**src/rtl/usc_pkg.sv**
```systemverilog
// Shared mode encodings for the universal shift/count register.
package usc_pkg;

    localparam logic [2:0] USC_HOLD = 3'b000;
    localparam logic [2:0] USC_LOAD = 3'b001;
    localparam logic [2:0] USC_SHL  = 3'b010;
    localparam logic [2:0] USC_SHR  = 3'b011;
    localparam logic [2:0] USC_ROTL = 3'b100;
    localparam logic [2:0] USC_ROTR = 3'b101;
    localparam logic [2:0] USC_UP   = 3'b110;
    localparam logic [2:0] USC_DOWN = 3'b111;

endpackage

```
**src/rtl/usc_next.sv**
```systemverilog
// Combinational next-state, serial-out and terminal-count logic for universal_shift_counter.
module usc_next
    import usc_pkg::*;
#(
    parameter int unsigned WIDTH   = 4,
    parameter int unsigned MODULUS = 2 ** WIDTH
) (
    input  logic             en,
    input  logic [2:0]       mode,
    input  logic [WIDTH-1:0] q,
    input  logic [WIDTH-1:0] d,
    input  logic             sin_r,
    input  logic             sin_l,
    input  logic             sout,
    output logic [WIDTH-1:0] q_next,
    output logic             sout_next,
    output logic             tc
);

    // One extra bit so MODULUS == 2**WIDTH is representable.
    localparam logic [WIDTH:0] MOD_W = (WIDTH + 1)'(MODULUS);
    localparam logic [WIDTH:0] MAX_W = (WIDTH + 1)'(MODULUS - 1);

    logic [WIDTH:0] q_ext;
    assign q_ext = {1'b0, q};

    always_comb begin
        q_next    = q;
        sout_next = sout;
        tc        = 1'b0;
        if (en) begin
            unique case (mode)
                USC_HOLD: q_next = q;
                USC_LOAD: q_next = d;
                USC_SHL: begin
                    q_next    = {q[WIDTH-2:0], sin_r};
                    sout_next = q[WIDTH-1];
                end
                USC_SHR: begin
                    q_next    = {sin_l, q[WIDTH-1:1]};
                    sout_next = q[0];
                end
                USC_ROTL: begin
                    q_next    = {q[WIDTH-2:0], q[WIDTH-1]};
                    sout_next = q[WIDTH-1];
                end
                USC_ROTR: begin
                    q_next    = {q[0], q[WIDTH-1:1]};
                    sout_next = q[0];
                end
                USC_UP: begin
                    q_next = (q_ext >= MAX_W) ? '0 : WIDTH'(q_ext + 1'b1);
                    tc     = (q_ext == MAX_W);
                end
                USC_DOWN: begin
                    // Out-of-range values recover straight to the top of the count.
                    q_next = (q_ext == '0 || q_ext >= MOD_W) ? MAX_W[WIDTH-1:0]
                                                              : WIDTH'(q_ext - 1'b1);
                    tc     = (q_ext == '0);
                end
            endcase
        end
    end

endmodule

```
**src/rtl/universal_shift_counter.sv**
```systemverilog
// WIDTH-bit register with hold/load/shift/rotate/modulo-count modes and async active-low clear.
module universal_shift_counter #(
    parameter int unsigned WIDTH     = 4,
    parameter int unsigned MODULUS   = 2 ** WIDTH,
    parameter int unsigned RESET_VAL = 0
) (
    input  logic             clk,
    input  logic             clr,
    input  logic             en,
    input  logic [2:0]       mode,
    input  logic [WIDTH-1:0] d,
    input  logic             sin_r,
    input  logic             sin_l,
    output logic [WIDTH-1:0] q,
    output logic             sout,
    output logic             tc,
    output logic             zero
);

    logic [WIDTH-1:0] q_next;
    logic             sout_next;

    usc_next #(
        .WIDTH  (WIDTH),
        .MODULUS(MODULUS)
    ) u_next (
        .en       (en),
        .mode     (mode),
        .q        (q),
        .d        (d),
        .sin_r    (sin_r),
        .sin_l    (sin_l),
        .sout     (sout),
        .q_next   (q_next),
        .sout_next(sout_next),
        .tc       (tc)
    );

    always_ff @(posedge clk or negedge clr) begin
        if (!clr) begin
            q    <= WIDTH'(RESET_VAL);
            sout <= 1'b0;
        end else begin
            q    <= q_next;
            sout <= sout_next;
        end
    end

    assign zero = (q == '0);

endmodule

```
**config.mk**
```make
export PLATFORM = sky130hd
export DESIGN_NAME = universal_shift_counter
export DESIGN_NICKNAME = d
export VERILOG_FILES = /design/src/rtl/usc_pkg.sv /design/src/rtl/usc_next.sv /design/src/rtl/universal_shift_counter.sv
export SDC_FILE = /design/constraint.sdc
export NUM_CORES = 1
export LEC_CHECK = 0
export CAP_MARGIN = 30
export CORE_UTILIZATION = 34
export CTS_CLUSTER_DIAMETER = 60
export DETAILED_ROUTE_END_ITERATION = 8
export PLACE_DENSITY = 0.66
export SETUP_SLACK_MARGIN = 0.02
export SYNTH_ARGS = -nofsm -noshare
export SYNTH_HDL_FRONTEND = slang
export SYNTH_SLANG_ARGS = --single-unit
```
**constraint.sdc**
```tcl
create_clock -name clk -period 2.1 [get_ports clk]
set_input_delay 0.42 -clock clk [delete_from_list [all_inputs] [get_ports clk]]
set_output_delay 0.42 -clock clk [all_outputs]
set_load 0.01 [all_outputs]
```
==> results of run 1 <==
## final cells by class
class | instances | area (um^2) | area share
Timing Repair Buffer | 29 | 259.0 | 0.2970
Tap cell | 25 | 31.28 | 0.03587
Sequential cell | 5 | 125.1 | 0.1435
Inverter | 5 | 18.77 | 0.02152
Clock buffer | 4 | 26.28 | 0.03013
Multi-Input combinational cell | 57 | 411.6 | 0.4720
## stage by stage
| stage | worst slack (ns) | std cells |
|---|---|---|
| after detailed placement | -0.1837 | 121 |
| after global routing | 0.04897 | 125 |
| after floorplan | 0.5139 | 77 |
| after global placement | -0.1643 | 121 |
| after CTS | 0.1027 | 125 |
| final | 0.1296 | 125 |
## cells by family (layout without fill, tap and decap cells)
logic type,count (synthesis),in the layout,synth area share
xor gates and xnor gates,3,3,0.04110
DFF,5,5,0.1957
AOI/OAI and AO/OA,24,24,0.2446
and+or+nand+nor,19,19,0.1663
buffers and inverters,15,38,0.1644
muxes,9,9,0.1487
adders and majority gates,2,2,0.03913
## worst max-delay path, stage by stage, from the launching register on
cell and delay (ns):
dfrtp_1 0.44, inv_1 0.09, ha_2 0.21, nand4bb_1 0.13
a21oi_1 0.17, dlygate4sd2_1 0.28
## power by group through the flow
stage	Combinational [mW]	Clock [mW]	Sequential, mW
4_1_cts	0.310	0.112	0.140
2_1_floorplan	0.196	0	0.142
6_report	0.309	0.106	0.140
3_5_place_dp	0.308	0	0.141
3_3_place_gp	0.305	0	0.141
5_1_grt	0.338	0.118	0.143
## state kept, by name, indices dropped and copies added, names as in the netlist
name,flops
q,4
sout,1
## layer usage
layer / wire length (um) / vias up / track usage
met3: 52 / 6 / 0.02400
li1: - / 327 / -
met1: 698 / 306 / 0.2211
met4: 46 / 0 / 0.09697
met2: 721 / 17 / 0.2348
met5: 0 / - / 0
## synth_stat cells (all sizes together) (2+ instances only)
cell type / count
nor2: 9
nand3b: 2
dfrtp: 5
mux2i: 8
xnor2: 2
a21oi: 7
inv: 5
nor3b: 2
buf: 9
a31oi: 6
ha: 2
o21ai: 3
o32ai: 2
## worst paths after layout
kind                            startpoint  endpoint  slack, ns  cells after the start
worst max-delay path                  q[1]        tc       0.13                      5
worst min-delay path                   clr      sout       0.40                      1
worst max register to register        q[1]      q[1]       0.65                      6
worst min register to register        sout      sout       0.56                      2
max in group asynchronous              clr      q[1]       1.52                      1
min in group clk                      sout      sout       0.56                      2
## repair_timing
action / 4_1_cts / 5_1_grt
gates resized for setup: 4 / 0
endpoints found under the setup margin: 2 / 0
setup buffers: 0 / 0
==> impl_metrics.yaml, run 1 <==
worst_setup_path:
  cp-start-kind: "flop"
  critPathArrivalTime_ns: 1.55
  cp_data_required_time_ns: 1.68
  end_kind: "output port"
  worstSetupPathType: "flop to output port"
  cp_max_fo: 6
clock_tree:
  root_buffer: "clkbuf_4"
  cts_buffer_depth: 2
  worstSkewPairLatency_ns: 0.23
  cts_buffers: 3
  postCtsHoldBufs: 0
  cts_max_level: 1
  clk_pin_slew_ns: 0.04
  clkSinkCount: 5
  cts_tree: "built"
synth:
  synthArstFlopShare: 1.000
  synth_cell_type_count: 32
  synth_edf_count: 0
  syn-num-nets: 91
  synth_area_um2: 639.4
  synthCells: 77
  synth_top_area_share: 0.1957
  yosysSeqAreaShare: 0.1957
  syn_avg_cell_area_um2: 8.303
  yosysTopAreaCell: "dfrtp_1"
  ys_ff_latch: 5
  ys_top_cells_by_area: "dfrtp_1, mux2i_1, a31oi_1"
  synthFlopType: "dfrtp_1"
  synth_warnings: 0
sta:
  fin_crit_ns: 1.970
  drv_slew: 0
  rsz0062_at_grt: "false"
  setup_viol: 0
  max_freq_mhz: 507.5
  finalHoldViolations: 0
  setup-tns-final_ns: 0
  post-route-period-util: 0.9383
  slew_headroom: 0.8462
  hold_ws_ns: 0.4002
  clock_skew_ns: 0.0002347
  worst_slew_pin_slew_ns: 0.2301
detailed_routing:
  via_per_inst: 5.248
  drt_iter0_markers: 22
  ant_nets: 0
  routed_wl_um: 1518
  avgRoutedWirePerCell_um: 12.14
  vias: 656
  dr.pass1.iters: 6
  drc: 0
placed_design:
  postPlaceCellArea_um2: 847.1
  globalplace.congestion: 0.8215
  port_buffers: 18
  dp_hpwl_um: 1189
global_routing:
  grt_pass1_vias: 542
  grt_max_degree: 18
  antenna_found_initial: 0
  globalRouteOverflowTotal: 0
  grt_first_pass_wirelength_um: 2394
  track_usage: 0.1606
layout:
  mostFrequentLayoutCells: "clkdlybuf4s50_1, buf_4, mux2i_1, nor2_1, a21oi_1"
  area.growth.synth_to_final_pct: 36.40
  fillCellCount: 169
  diodes: 0
  fin_area_um2: 872.1
  drive_gt1_frac: 0.1800
  fin_util: 0.4996
  mostFrequentLayoutCell: "clkdlybuf4s50_1"
  nets: 115
floorplan:
  die_y_um: 45.37
  die_w_um: 45.37
  core_area_mm2: 0.001745
  start_util: 0.3663
  die_area_mm2: 0.002058
  rows: 15
  io_pins: 19
flow_run:
  maxCapViolCount: 0
power_and_ir_drop:
  p_per_area_mw_per_mm2: 636.6
  report.power.total_mw: 0.5551
  p_leak_nw: 0.3889
  p_int_mw: 0.3576
  seq_power_share: 0.253
  clkPwrFrac: 0.191
  p_sw_mw: 0.1976
  switching_share: 0.3559
  comb_power_share: 0.556
  ir_drop_uv: 334.2
min_path:
  hold_path_class: "primary input to asynchronous set/reset pin"
run_status:
  status: "complete, no violations"
No activity file was read; power rests on OpenSTA's default activity.
==> run 2: changes to the inputs <==
DONT_BUFFER_PORTS = 1   (was unset)
PLACE_DENSITY = 0.53   (was 0.66)
==> run 2 against run 1 <==
Fmax increased by 1.9%. Sequential share of layout area rose by 5.6 points. Cell area is 28% lower. Register-to-register slack lost 0.18 ns. Critical path depth decreased by 1. Highest routed layer is now met3. Worst hold slack worse by 0.10 ns. Clock skew increased by 0.00053 ns. Die area is the same. First-iteration DRC count fell by 86%.
==> impl_metrics.yaml, run 2 (synthesized netlist as in run 1, its figures left out) <==
worst_setup_path:
  r2r-start: "q[0]"
  r2r_setup_slack_ns: 0.47
  critPathArrivalTime_ns: 1.51
  cp_max_fo: 12
  path_cells: "inv_1, ha_1, nand4bb_1, a21oi_1"
  cp-start-kind: "flop"
  r2r_cells: 6
  cp_data_required_time_ns: 1.68
  worst_path_max_delay_cell: "dfrtp_1"
  worstSetupPathType: "flop to output port"
  reg2reg_to: "q[2]"
  end_kind: "output port"
  critPathCapture: "tc"
  max_stage_delay_ns: 0.52
  critPathLaunch: "q[0]"
detailed_routing:
  ant_nets: 0
  dr.pass1.iters: 4
  drc: 0
  via_per_inst: 5.367
  routed_wl_um: 1319
  drt_iter0_markers: 3
  avgRoutedWirePerCell_um: 13.46
  vias: 526
min_path:
  hold_start: "en"
  hold_path_class: "primary input to flop"
layout:
  mostFrequentLayoutCells: "mux2i_1, nor2_1, a21oi_1"
  top_register: "q"
  diodes: 0
  area.growth.synth_to_final_pct: -1.761
  top_regs: "q: 4 flops, sout: 1 flops"
  largest_reg_flops: 4
  drive_gt1_frac: 0.09589
  fin_area_um2: 628.1
  multi_input_area_um2: 409.1
  fillCellCount: 193
  nets: 88
  seq_area_um2: 125.1
placed_design:
  dp_hpwl_um: 954.9
  globalplace.congestion: 0.7199
  port_buffers: 0
  postPlaceCellArea_um2: 591.8
global_routing:
  grt_pass1_vias: 448
  antenna_found_initial: 0
  grt_max_degree: 19
  globalRouteOverflowTotal: 0
  grt_first_pass_wirelength_um: 2063
  track_usage: 0.1427
sta:
  fin_crit_ns: 1.933
  setup-tns-final_ns: 0
  post-route-period-util: 0.9207
  clock_skew_ns: 0.0007629
  rsz0062_at_grt: "false"
  max_freq_mhz: 517.2
  finalHoldViolations: 0
  worst_slew_pin_slew_ns: 0.4626
  drv_slew: 0
  slew_headroom: 0.6916
  setup_viol: 0
floorplan:
  die_w_um: 45.37
  rows: 15
  die_y_um: 45.37
  io_pins: 19
  start_util: 0.3663
  core_area_mm2: 0.001745
  die_area_mm2: 0.002058
clock_tree:
  cts_buffers: 3
  cts_resized: 0
  root_buffer: "clkbuf_4"
  cts_tree: "built"
  clkSinkCount: 5
  cts_max_level: 1
  cts_buffer_depth: 2
  clk_pin_slew_ns: 0.04
  worstSkewPairLatency_ns: 0.23
power_and_ir_drop:
  p_leak_nw: 0.2665
  ir_drop_uv: 407.0
  p_per_area_mw_per_mm2: 707.2
run_status:
  status: "complete, no violations"
flow_run:
  maxCapViolCount: 0
[run 2: worst min path at each step]
stage | end | cells after the start
4_1_cts | sout | 1
2_1_floorplan | q[0] | 0
6_report | sout | 1
5_1_grt | sout | 1
3_3_place_gp | sout | 0
3_5_place_dp | sout | 0
[run 2: repair_timing]
| action | CTS | global route |
|---|---|---|
| setup buffers | 0 | 0 |
| endpoints found under the setup margin | 0 | 0 |
| endpoints found under the hold margin | 5 | 0 |
| hold buffers | 1 | 0 |
[run 2: through the flow]
stage / total power, mW / cells / hold WS [ns] / setup slack, ns / util
global route: 0.4803 / 98 / 0.2952 / 0.06539 / 0.3599
finish: 0.4442 / 98 / 0.2955 / 0.1666 / 0.3599
detailed placement: 0.3386 / 93 / 0.1245 / 0.4249 / 0.3391
global placement: 0.3370 / 93 / 0.1245 / 0.4368 / 0.3391
CTS: 0.4483 / 98 / 0.2897 / 0.1710 / 0.3599
floorplan: 0.3386 / 77 / 0.1244 / 0.5139 / -
[run 2: layer usage]
| metal | GRT usage | up-vias | share of wire |
|---|---|---|---|
| li1 | - | 267 | - |
| met1 | 0.1976 | 249 | 0.49 |
| met2 | 0.1971 | 10 | 0.45 |
| met3 | 0.04400 | 0 | 0.058 |
| met4 | 0.07273 | 0 | 0 |
| met5 | 0 | - | 0 |
[run 2: layout make-up]
type,count,area share
well taps,25,0.04980
multi-input cells,57,0.6514
clock buffers,4,0.04183
inverters,5,0.02988
flip-flops and latches,5,0.1992
repair buffers,2,0.02789
[run 2: worst max-delay path, delay by kind of cell (launching register included)]
kind	cells	cell delay (ns)
AND/OR/NAND/NOR	1	0.15
flip-flops	1	0.52
buffers and inverters	1	0.11
adder cells (fa/ha/maj)	1	0.21
AO/OA/AOI/OAI	1	0.28
[run 2: report_power, final]
group | total [mW] | leakage [nW] | internal [mW] | switching, mW
logic | 0.164 | 0.197 | 0.0917 | 0.0725
registers | 0.176 | 0.0548 | 0.117 | 0.0597
clock network | 0.104 | 0.0150 | 0.0714 | 0.0324
==> run 3: changes to the inputs <==
clock period = 2.4 ns   (was 2.1 ns; I/O delays follow)
==> run 3 against run 2 <==
Final cell count decreased by 1.0%. Sequential share of layout area increased by 0.24 points. Non-clock buffer count is 1 lower. Die area is the same. First-iteration DRC count grew to 4.3 times the previous value. Setup slack improved by 0.21 ns. Sequential power down 10%. Flip-flop and latch count is the same. Clock power down 11%. Register-to-register slack gained 0.29 ns. Critical endpoint unchanged. Largest cell class unchanged.
==> impl_metrics.yaml, run 3 (synthesized netlist as in run 1, its figures left out) <==
power_and_ir_drop:
  report.power.total_mw: 0.3858
  p_sw_mw: 0.1451
  clkPwrFrac: 0.240
  seq_power_share: 0.411
  ir_drop_uv: 351.5
  comb_power_share: 0.350
  switching_share: 0.3760
  p_per_area_mw_per_mm2: 621.6
  p_int_mw: 0.2407
  p_leak_nw: 0.2618
layout:
  top_regs: "q: 4 flops, sout: 1 flops"
  layoutNonFillerInstCount: 97
  fin_util: 0.3556
  drive_gt1_frac: 0.08333
  top_register: "q"
  area.growth.synth_to_final_pct: -2.935
  largest_reg_flops: 4
  diodes: 0
  fin_area_um2: 620.6
  mostFrequentLayoutCells: "mux2i_1, nor2_1, a21oi_1"
  nets: 87
sta:
  drv_slew: 0
  clock_skew_ns: 0.001882
  setup-tns-final_ns: 0
  timing.final.ws_setup_ns: 0.3803
  post-route-period-util: 0.8415
  finalHoldViolations: 0
  hold_ws_ns: 0.3460
  fin_crit_ns: 2.020
  rsz0062_at_grt: "false"
  worst_slew_pin_slew_ns: 0.4696
  slew_headroom: 0.6869
  setup_viol: 0
  max_freq_mhz: 495.1
global_routing:
  globalRouteOverflowTotal: 0
  grt_first_pass_wirelength_um: 2214
  grt_max_degree: 19
  use_met1: 0.2039
  antenna_found_initial: 0
  grt_pass1_vias: 498
  track_usage: 0.1489
  grt-busiest-layer: "met2"
  use_met3: 0.04000
  grt_util_met2: 0.2145
clock_tree:
  clkSinkCount: 5
  cts_buffers: 3
  cts_resized: 0
  root_buffer: "clkbuf_4"
  postCtsSetupBuffers: 0
  cts_tree: "built"
  postCtsHoldBufs: 1
  clk_pin_slew_ns: 0.04
  worstSkewPairLatency_ns: 0.23
  cts_max_level: 1
  cts_buffer_depth: 2
detailed_routing:
  avgRoutedWirePerCell_um: 13.47
  routed_wl_um: 1307
  dr.pass1.iters: 4
  drt_iter0_markers: 13
  ant_nets: 0
  via_per_inst: 5.485
  vias: 532
  drc: 0
floorplan:
  rows: 15
  die_w_um: 45.37
  start_util: 0.3663
  die_area_mm2: 0.002058
  io_pins: 19
  die_y_um: 45.37
  core_area_mm2: 0.001745
run_status:
  status: "complete, no violations"
min_path:
  hold_path_class: "primary input to flop"
  hold_start: "en"
worst_setup_path:
  worstSetupPathType: "flop to output port"
  worst_path_max_delay_cell: "dfrtp_1"
  cp_max_fo: 12
  cp_data_required_time_ns: 1.92
  path_cells: "inv_1, ha_1, nand4bb_1, a21oi_1"
  critPathArrivalTime_ns: 1.54
  end_kind: "output port"
  max_stage_delay_ns: 0.52
  critical-path-top-delay-family: "flip-flops"
  cp_num_buf_inv: 1
  critPathLaunch: "q[0]"
  cp-start-kind: "flop"
  r2r-start: "q[0]"
placed_design:
  placed_cells: 92
  port_buffers: 0
  postPlaceCellArea_um2: 584.3
  globalplace.congestion: 0.7295
  dp_hpwl_um: 961.9
  pre_cts_ws_ns: 0.6432
flow_run:
  maxCapViolCount: 0
## run 3: area by class of cell
type / instances / area, um^2
clock buffers: 4 / 26.28
fillers: 185 / 1125
inverters: 5 / 18.77
multi-input cells: 57 / 409.1
flip-flops and latches: 5 / 125.1
well taps: 25 / 31.28
repair buffers: 1 / 10.01
## run 3: power by group through the flow
stage / combinational (mW) / clock (mW) / sequential [mW]
after floorplan: 0.172 / 0 / 0.124
after global placement: 0.131 / 0 / 0.158
after detailed placement: 0.133 / 0 / 0.159
after CTS: 0.136 / 0.0988 / 0.158
after global routing: 0.153 / 0.0993 / 0.165
final: 0.135 / 0.0925 / 0.158
## run 3: worst paths after layout
path	to	slack, ns	cells after the start
max in group asynchronous	q[1]	1.69	1
min	sout	0.35	1
max reg2reg	q[3]	0.76	5
max	tc	0.38	4
min reg2reg	sout	0.63	2
min in group asynchronous	q[0]	0.53	1
## run 3: layer usage
layer / vias up / part of all wire
met4: 0 / 0
met2: 12 / 0.49
met5: - / 0
li1: 267 / -
met3: 0 / 0.058
met1: 253 / 0.46
